File: config.mk
export PLATFORM = sky130hd
export DESIGN_NAME = wrr_scheduler_flat
export DESIGN_NICKNAME = d
export VERILOG_FILES = /design/src/rtl/wrr_scheduler_if.sv /design/src/rtl/wrr_scheduler.sv /design/src/flat_wrapper.sv
export SDC_FILE = /design/constraint.sdc
export NUM_CORES = 1
export LEC_CHECK = 0
export ABC_CLOCK_PERIOD_IN_PS = 6500
export CELL_PAD_IN_SITES_DETAIL_PLACEMENT = 0
export CELL_PAD_IN_SITES_GLOBAL_PLACEMENT = 1
export CORE_MARGIN = 2
export CORE_UTILIZATION = 37
export DETAILED_ROUTE_END_ITERATION = 10
export GPL_TIMING_DRIVEN = 0
export PLACE_DENSITY = 0.95
export SLEW_MARGIN = 20
export SYNTH_ARGS = -nofsm -noshare
export SYNTH_HDL_FRONTEND = slang
export SYNTH_SLANG_ARGS = --single-unit
File: constraint.sdc
create_clock -name clk -period 6.5 [get_ports clk]
set_input_delay 0.65 -clock clk [delete_from_list [all_inputs] [get_ports clk]]
set_output_delay 0.65 -clock clk [all_outputs]
set_load 0.1 [all_outputs]
File: src/rtl/wrr_scheduler_if.sv
`default_nettype none
// ============================================================================
// Module     : wrr_scheduler_if
// Description: Bundles the FIFO-side signals of the weighted round-robin
//              scheduler (input FIFO heads/pops, output FIFO pushes/data).
// Revision   : 1.0 - initial release
// ============================================================================
interface wrr_scheduler_if #(
  parameter int DATA_W = 10,
  parameter int WGT_W  = 3
);
  logic              empty_P0, empty_P1, empty_P2, empty_P3;
  logic              almost_full_P0, almost_full_P1, almost_full_P2, almost_full_P3;
  logic [DATA_W-1:0] in_FIFO_0, in_FIFO_1, in_FIFO_2, in_FIFO_3;
  logic [4*WGT_W-1:0] cfg_weight;
  logic              pop_F0, pop_F1, pop_F2, pop_F3;
  logic              push_F0, push_F1, push_F2, push_F3;
  logic [DATA_W-1:0] out_FIFO_0, out_FIFO_1, out_FIFO_2, out_FIFO_3;
  logic              grant_vld;
  logic [1:0]        grant_idx;

  modport master (
    input  empty_P0, empty_P1, empty_P2, empty_P3,
    input  almost_full_P0, almost_full_P1, almost_full_P2, almost_full_P3,
    input  in_FIFO_0, in_FIFO_1, in_FIFO_2, in_FIFO_3,
    input  cfg_weight,
    output pop_F0, pop_F1, pop_F2, pop_F3,
    output push_F0, push_F1, push_F2, push_F3,
    output out_FIFO_0, out_FIFO_1, out_FIFO_2, out_FIFO_3,
    output grant_vld, grant_idx
  );

  modport slave (
    output empty_P0, empty_P1, empty_P2, empty_P3,
    output almost_full_P0, almost_full_P1, almost_full_P2, almost_full_P3,
    output in_FIFO_0, in_FIFO_1, in_FIFO_2, in_FIFO_3,
    output cfg_weight,
    input  pop_F0, pop_F1, pop_F2, pop_F3,
    input  push_F0, push_F1, push_F2, push_F3,
    input  out_FIFO_0, out_FIFO_1, out_FIFO_2, out_FIFO_3,
    input  grant_vld, grant_idx
  );
endinterface
`default_nettype wire

File: src/rtl/wrr_scheduler.sv
`default_nettype none
// ============================================================================
// Module     : wrr_scheduler
// Description: 4x4 weighted round-robin crossbar scheduler; one grant per
//              cycle, forwarded word appears on the output FIFO one cycle later.
// Revision   : 1.0 - initial release
// ============================================================================
module wrr_scheduler #(
  parameter int DATA_W = 10,
  parameter int WGT_W  = 3
) (
  input  wire logic         clk,
  input  wire logic         reset,
  wrr_scheduler_if.master   bus
);

  logic [3:0]        w_empty;
  logic [3:0]        w_af;
  logic [DATA_W-1:0] w_in  [4];
  logic [1:0]        w_dst [4];
  logic [3:0]        w_elig;

  logic              w_gnt;
  logic [1:0]        w_g;
  logic [3:0]        w_pop;
  logic [WGT_W-1:0]  w_cfg_wt;
  logic [WGT_W-1:0]  w_new_wt;
  logic [WGT_W-1:0]  w_cur_wt;
  logic              w_last;

  logic [1:0]        r_ptr;
  logic [WGT_W-1:0]  r_cnt;
  logic [WGT_W-1:0]  r_wt;
  logic [3:0]        r_push;
  logic [DATA_W-1:0] r_out [4];
  logic              r_vld;
  logic [1:0]        r_idx;

  assign w_empty = {bus.empty_P3, bus.empty_P2, bus.empty_P1, bus.empty_P0};
  assign w_af    = {bus.almost_full_P3, bus.almost_full_P2,
                    bus.almost_full_P1, bus.almost_full_P0};
  assign w_in[0] = bus.in_FIFO_0;
  assign w_in[1] = bus.in_FIFO_1;
  assign w_in[2] = bus.in_FIFO_2;
  assign w_in[3] = bus.in_FIFO_3;

  generate
    for (genvar i = 0; i < 4; i++) begin : g_elig
      assign w_dst[i]  = w_in[i][DATA_W-1:DATA_W-2];
      assign w_elig[i] = !w_empty[i] && !w_af[w_dst[i]];
    end
  endgenerate

  // Scan from farthest to nearest so the queue closest to ptr wins.
  always_comb begin
    logic [1:0] v_idx;
    w_gnt = 1'b0;
    w_g   = r_ptr;
    v_idx = r_ptr;
    for (int k = 3; k >= 0; k--) begin
      v_idx = r_ptr + 2'(k);
      if (w_elig[v_idx]) begin
        w_gnt = 1'b1;
        w_g   = v_idx;
      end
    end
  end

  assign w_pop = (w_gnt && !reset) ? (4'b0001 << w_g) : 4'b0000;

  // A turn's weight is sampled when it starts and held until it ends.
  assign w_cfg_wt = bus.cfg_weight[r_ptr*WGT_W +: WGT_W];
  assign w_new_wt = (w_cfg_wt == '0) ? WGT_W'(1) : w_cfg_wt;
  assign w_cur_wt = (r_cnt == '0) ? w_new_wt : r_wt;
  assign w_last   = ((WGT_W+1)'(r_cnt) + (WGT_W+1)'(1)) >= (WGT_W+1)'(w_cur_wt);

  always_ff @(posedge clk) begin
    if (reset) begin
      r_ptr  <= 2'd0;
      r_cnt  <= '0;
      r_wt   <= WGT_W'(1);
      r_push <= 4'b0000;
      r_vld  <= 1'b0;
      r_idx  <= 2'd0;
      for (int j = 0; j < 4; j++) r_out[j] <= '0;
    end else begin
      if (r_cnt == '0) r_wt <= w_new_wt;
      r_push <= 4'b0000;
      r_vld  <= w_gnt;
      if (w_gnt) begin
        r_push[w_dst[w_g]] <= 1'b1;
        r_out[w_dst[w_g]]  <= w_in[w_g];
        r_idx              <= w_g;
        if (w_g != r_ptr) begin
          r_ptr <= w_g + 2'd1;
          r_cnt <= '0;
        end else if (w_last) begin
          r_ptr <= r_ptr + 2'd1;
          r_cnt <= '0;
        end else begin
          r_cnt <= r_cnt + WGT_W'(1);
        end
      end
    end
  end

  assign bus.pop_F0     = w_pop[0];
  assign bus.pop_F1     = w_pop[1];
  assign bus.pop_F2     = w_pop[2];
  assign bus.pop_F3     = w_pop[3];
  assign bus.push_F0    = r_push[0];
  assign bus.push_F1    = r_push[1];
  assign bus.push_F2    = r_push[2];
  assign bus.push_F3    = r_push[3];
  assign bus.out_FIFO_0 = r_out[0];
  assign bus.out_FIFO_1 = r_out[1];
  assign bus.out_FIFO_2 = r_out[2];
  assign bus.out_FIFO_3 = r_out[3];
  assign bus.grant_vld  = r_vld;
  assign bus.grant_idx  = r_idx;

endmodule
`default_nettype wire

File: src/flat_wrapper.sv
// flat-port wrapper written by rule: the top's interface ports become plain ports
module wrr_scheduler_flat 
#(
  parameter int DATA_W = 10,
  parameter int WGT_W  = 3
)
  (clk, reset, bus_empty_P0, bus_empty_P1, bus_empty_P2, bus_empty_P3, bus_almost_full_P0, bus_almost_full_P1, bus_almost_full_P2, bus_almost_full_P3, bus_in_FIFO_0, bus_in_FIFO_1, bus_in_FIFO_2, bus_in_FIFO_3, bus_cfg_weight, bus_pop_F0, bus_pop_F1, bus_pop_F2, bus_pop_F3, bus_push_F0, bus_push_F1, bus_push_F2, bus_push_F3, bus_out_FIFO_0, bus_out_FIFO_1, bus_out_FIFO_2, bus_out_FIFO_3, bus_grant_vld, bus_grant_idx);
  wrr_scheduler_if #(.DATA_W(DATA_W), .WGT_W(WGT_W)) bus_i ();
  input  wire logic clk;
  input  wire logic reset;
  input wire logic [$bits(bus_i.empty_P0)-1:0] bus_empty_P0;
  input wire logic [$bits(bus_i.empty_P1)-1:0] bus_empty_P1;
  input wire logic [$bits(bus_i.empty_P2)-1:0] bus_empty_P2;
  input wire logic [$bits(bus_i.empty_P3)-1:0] bus_empty_P3;
  input wire logic [$bits(bus_i.almost_full_P0)-1:0] bus_almost_full_P0;
  input wire logic [$bits(bus_i.almost_full_P1)-1:0] bus_almost_full_P1;
  input wire logic [$bits(bus_i.almost_full_P2)-1:0] bus_almost_full_P2;
  input wire logic [$bits(bus_i.almost_full_P3)-1:0] bus_almost_full_P3;
  input wire logic [$bits(bus_i.in_FIFO_0)-1:0] bus_in_FIFO_0;
  input wire logic [$bits(bus_i.in_FIFO_1)-1:0] bus_in_FIFO_1;
  input wire logic [$bits(bus_i.in_FIFO_2)-1:0] bus_in_FIFO_2;
  input wire logic [$bits(bus_i.in_FIFO_3)-1:0] bus_in_FIFO_3;
  input wire logic [$bits(bus_i.cfg_weight)-1:0] bus_cfg_weight;
  output wire logic [$bits(bus_i.pop_F0)-1:0] bus_pop_F0;
  output wire logic [$bits(bus_i.pop_F1)-1:0] bus_pop_F1;
  output wire logic [$bits(bus_i.pop_F2)-1:0] bus_pop_F2;
  output wire logic [$bits(bus_i.pop_F3)-1:0] bus_pop_F3;
  output wire logic [$bits(bus_i.push_F0)-1:0] bus_push_F0;
  output wire logic [$bits(bus_i.push_F1)-1:0] bus_push_F1;
  output wire logic [$bits(bus_i.push_F2)-1:0] bus_push_F2;
  output wire logic [$bits(bus_i.push_F3)-1:0] bus_push_F3;
  output wire logic [$bits(bus_i.out_FIFO_0)-1:0] bus_out_FIFO_0;
  output wire logic [$bits(bus_i.out_FIFO_1)-1:0] bus_out_FIFO_1;
  output wire logic [$bits(bus_i.out_FIFO_2)-1:0] bus_out_FIFO_2;
  output wire logic [$bits(bus_i.out_FIFO_3)-1:0] bus_out_FIFO_3;
  output wire logic [$bits(bus_i.grant_vld)-1:0] bus_grant_vld;
  output wire logic [$bits(bus_i.grant_idx)-1:0] bus_grant_idx;
  assign bus_i.empty_P0 = bus_empty_P0;
  assign bus_i.empty_P1 = bus_empty_P1;
  assign bus_i.empty_P2 = bus_empty_P2;
  assign bus_i.empty_P3 = bus_empty_P3;
  assign bus_i.almost_full_P0 = bus_almost_full_P0;
  assign bus_i.almost_full_P1 = bus_almost_full_P1;
  assign bus_i.almost_full_P2 = bus_almost_full_P2;
  assign bus_i.almost_full_P3 = bus_almost_full_P3;
  assign bus_i.in_FIFO_0 = bus_in_FIFO_0;
  assign bus_i.in_FIFO_1 = bus_in_FIFO_1;
  assign bus_i.in_FIFO_2 = bus_in_FIFO_2;
  assign bus_i.in_FIFO_3 = bus_in_FIFO_3;
  assign bus_i.cfg_weight = bus_cfg_weight;
  assign bus_pop_F0 = bus_i.pop_F0;
  assign bus_pop_F1 = bus_i.pop_F1;
  assign bus_pop_F2 = bus_i.pop_F2;
  assign bus_pop_F3 = bus_i.pop_F3;
  assign bus_push_F0 = bus_i.push_F0;
  assign bus_push_F1 = bus_i.push_F1;
  assign bus_push_F2 = bus_i.push_F2;
  assign bus_push_F3 = bus_i.push_F3;
  assign bus_out_FIFO_0 = bus_i.out_FIFO_0;
  assign bus_out_FIFO_1 = bus_i.out_FIFO_1;
  assign bus_out_FIFO_2 = bus_i.out_FIFO_2;
  assign bus_out_FIFO_3 = bus_i.out_FIFO_3;
  assign bus_grant_vld = bus_i.grant_vld;
  assign bus_grant_idx = bus_i.grant_idx;
  wrr_scheduler #(.DATA_W(DATA_W), .WGT_W(WGT_W)) u_core (.clk(clk), .reset(reset), .bus(bus_i));
endmodule
==> metrics <==
CP Cell Sequence clkdlybuf4s50_1, mux4_2, or2_2, o21ai_0, o31ai_4, inv_2, buf_2, ha_1, and3_1, clkdlybuf4s50_1; status completed; Clk Latency, worst-skew pair 0.31 ns; reg-to-reg startpoint u_core.r_ptr[0]$_SDFFE_PP0P_; TNS Setup 0 ns; Yosys top cell by area edfxtp_1; critical path launch point type input pin; crit path max fanout 11; die extent in x 94.5 µm; core area 0.00809 mm²; WP data arrival 4.46 ns; VDD IR max 0.131 mV; cell mode on critical path clkdlybuf4s50_1; initial antenna violation count 0; clock slew at reported path FFs 0.09 ns; Worst Path Required 5.85 ns; ys async rst share 0%; Post-Route WL 7.67 mm; post-route minimum period 5.11 ns; Final Max Tran Viols 0; Yosys reg bits 55; WS Path Type input pin to primary output; Area Growth Syn to Fin 44.6%; Worst Hold Depth 2; Hold WS 0.500 ns; Slew @ Worst Pin 1.05 ns; starting density of the core 37.4%; CTS sink count 55; share of layout cells above drive strength 1 11.3%; final worst-path cycle share 78.6%; via count 2447; gr ovfl total 0; largest net degree at the start of global routing 19; Die Height 94.5 µm; Hold Crit Class register to register; # DRC 0; Yosys top cell area share 39.7%; Hold Startpoint u_core.bus.grant_idx[0]$_SDFFE_PP0P_; Post-Syn Area 0.00303 mm²; Leak 1.78 nW; Filler Cells Inserted 728; die area 0.00893 mm²; commonest non-fill, non-tap cell in the layout clkdlybuf4s50_1; setup bufs post-CTS 0; reg2reg end u_core.r_ptr[0]$_SDFFE_PP0P_; Final nets 458; warnings from Yosys 0; final hold violation count 0; Most used DFF post-synth edfxtp_1; WHS Endpoint u_core.bus.grant_idx[0]$_SDFFE_PP0P_; Avg Cell Area, Syn 11.4 µm²; CTS Buf Count 5; clock root buffer clkbuf_8; CTS Buffer Depth 2; most frequent cells in the layout 111 x clkdlybuf4s50_1, 50 x nor2_1, 40 x edfxtp_1; initial DRC count 119; register area 0.00150 mm²; endpoints failing setup 0; multi-input logic area 0.00141 mm²; Ant. Diodes 0; RSZ-0062 raised after global routing no; clock skew 0.0134 ns; # Max-Cap Violations 0; vias in the first global route 2294; Seq/Total Area, Yosys 49.6%; largest stage delay on the critical path 1.13 ns; Via density 4.96; crit path capture type primary output; Pre-Repair DR Iteration Count 4; first-pass GRT wire length 11.4 mm; r2r worst-path depth 13; Port Buffers 111; CTS resizes 0; global placement routability congestion 0.804; f_max 0.196 GHz; Total Power 1.81 mW; pwr/cell area 412 mW/mm²; EDFF count, synth 40; H-tree lvl count 2; slowest library cell on the worst path clkdlybuf4s50_1; GRT Total Usage 16.9%; Max transition margin 29.2%; synth unique cells 45; post-route antenna net violation count 0; ranking of synthesized cells by area edfxtp_1 40%, dfxtp_1 9.9%, mux2i_1 9.3%; I/O pin count 113; Synth Instances 266; FF-to-FF setup slack 2.97 ns; row count 33; DR WL/cell 15.6 µm; dpl hpwl 6.01 mm; CTS Hold Bufs 0; CTS tree done
[cell type report]
class,instances,share of cell area (%)
Clock inverter,3,0.514
Clock buffer,5,1.57
Sequential cell,55,34.3
Inverter,13,1.11
Buffer,13,1.89
Tap cell,105,3.00
Multi-Input combinational cell,188,32.3
Timing Repair Buffer,111,25.4
[routing by layer]
layer  vias up  track usage [%]  wire length, µm
met2        68             30.8             4090
met3         6             2.95              374
met1      1170             20.7             3150
met5         -                0                0
li1       1203                -                -
met4         0             4.23               57
[synthesized netlist by cell type, types with 3 or more instances]
cell / n
a21oi_1: 5
and3_1: 5
buf_2: 3
buf_6: 3
clkbuf_1: 5
dfxtp_1: 15
edfxtp_1: 40
ha_1: 9
inv_1: 12
mux2_2: 9
mux2i_1: 28
mux4_2: 7
nand2_1: 10
nand2b_1: 7
nor2_1: 50
nor2b_1: 7
nor3_1: 7
o21ai_0: 6
o311ai_0: 4
[through the flow]
stage | instances | instance area [µm²] | setup WS (ns) | utilization (%)
final | 493 | 4380 | 1.39 | 54.1
after detailed placement | 485 | 4290 | 1.37 | 53.0
after global routing | 493 | 4380 | 1.18 | 54.1
after floorplan | 269 | 3040 | 2.77 | -
after global placement | 485 | 4280 | 1.39 | 52.9
after CTS | 493 | 4380 | 1.38 | 54.1
[flip-flops by register name, summed over array words and instances, names as in the netlist]
signal                count
u_core.bus.grant_vld      1
u_core.r_cnt              3
u_core.r_out             40
u_core.r_ptr              2
u_core.r_push             4
u_core.r_wt               3
u_core.bus.grant_idx      2
[cell families after synthesis]
kind of cell	count (synthesis)	synth area share (%)
other cells	1	0.124
mux	44	17.8
fa+ha+maj	9	3.72
compound gates	32	9.00
buf+inv	26	4.34
flops	55	49.6
simple gates	98	15.2
xor+xnor	1	0.289
[power breakdown]
group	total, mW	internal, mW	switching [mW]
clock network	0.189	0.0774	0.112
logic	1.13	0.346	0.782
registers	0.489	0.466	0.0231
total	1.81	0.889	0.917
[how the worst max path moves through the flow]
stage | from | end | slack (ns) | cells past startpoint
final | bus_in_FIFO_0[8] | bus_pop_F0 | 1.39 | 10
after global routing | bus_in_FIFO_0[8] | bus_pop_F0 | 1.18 | 10
after CTS | bus_in_FIFO_0[8] | bus_pop_F1 | 1.38 | 10
after detailed placement | bus_in_FIFO_0[8] | bus_pop_F1 | 1.37 | 10
after global placement | bus_in_FIFO_0[8] | bus_pop_F1 | 1.39 | 10
after floorplan | bus_in_FIFO_0[8] | bus_pop_F1 | 2.77 | 8
[worst max-delay path, delay by kind of cell]
family                   cells  cell delay, ns
AO/OA/AOI/OAI                2            0.45
adder cells (fa/ha/maj)      1            0.20
buffers and inverters        4            2.13
multiplexers                 1            0.56
AND/OR/NAND/NOR              2            0.44
No activity file was read; power rests on OpenSTA's default activity.
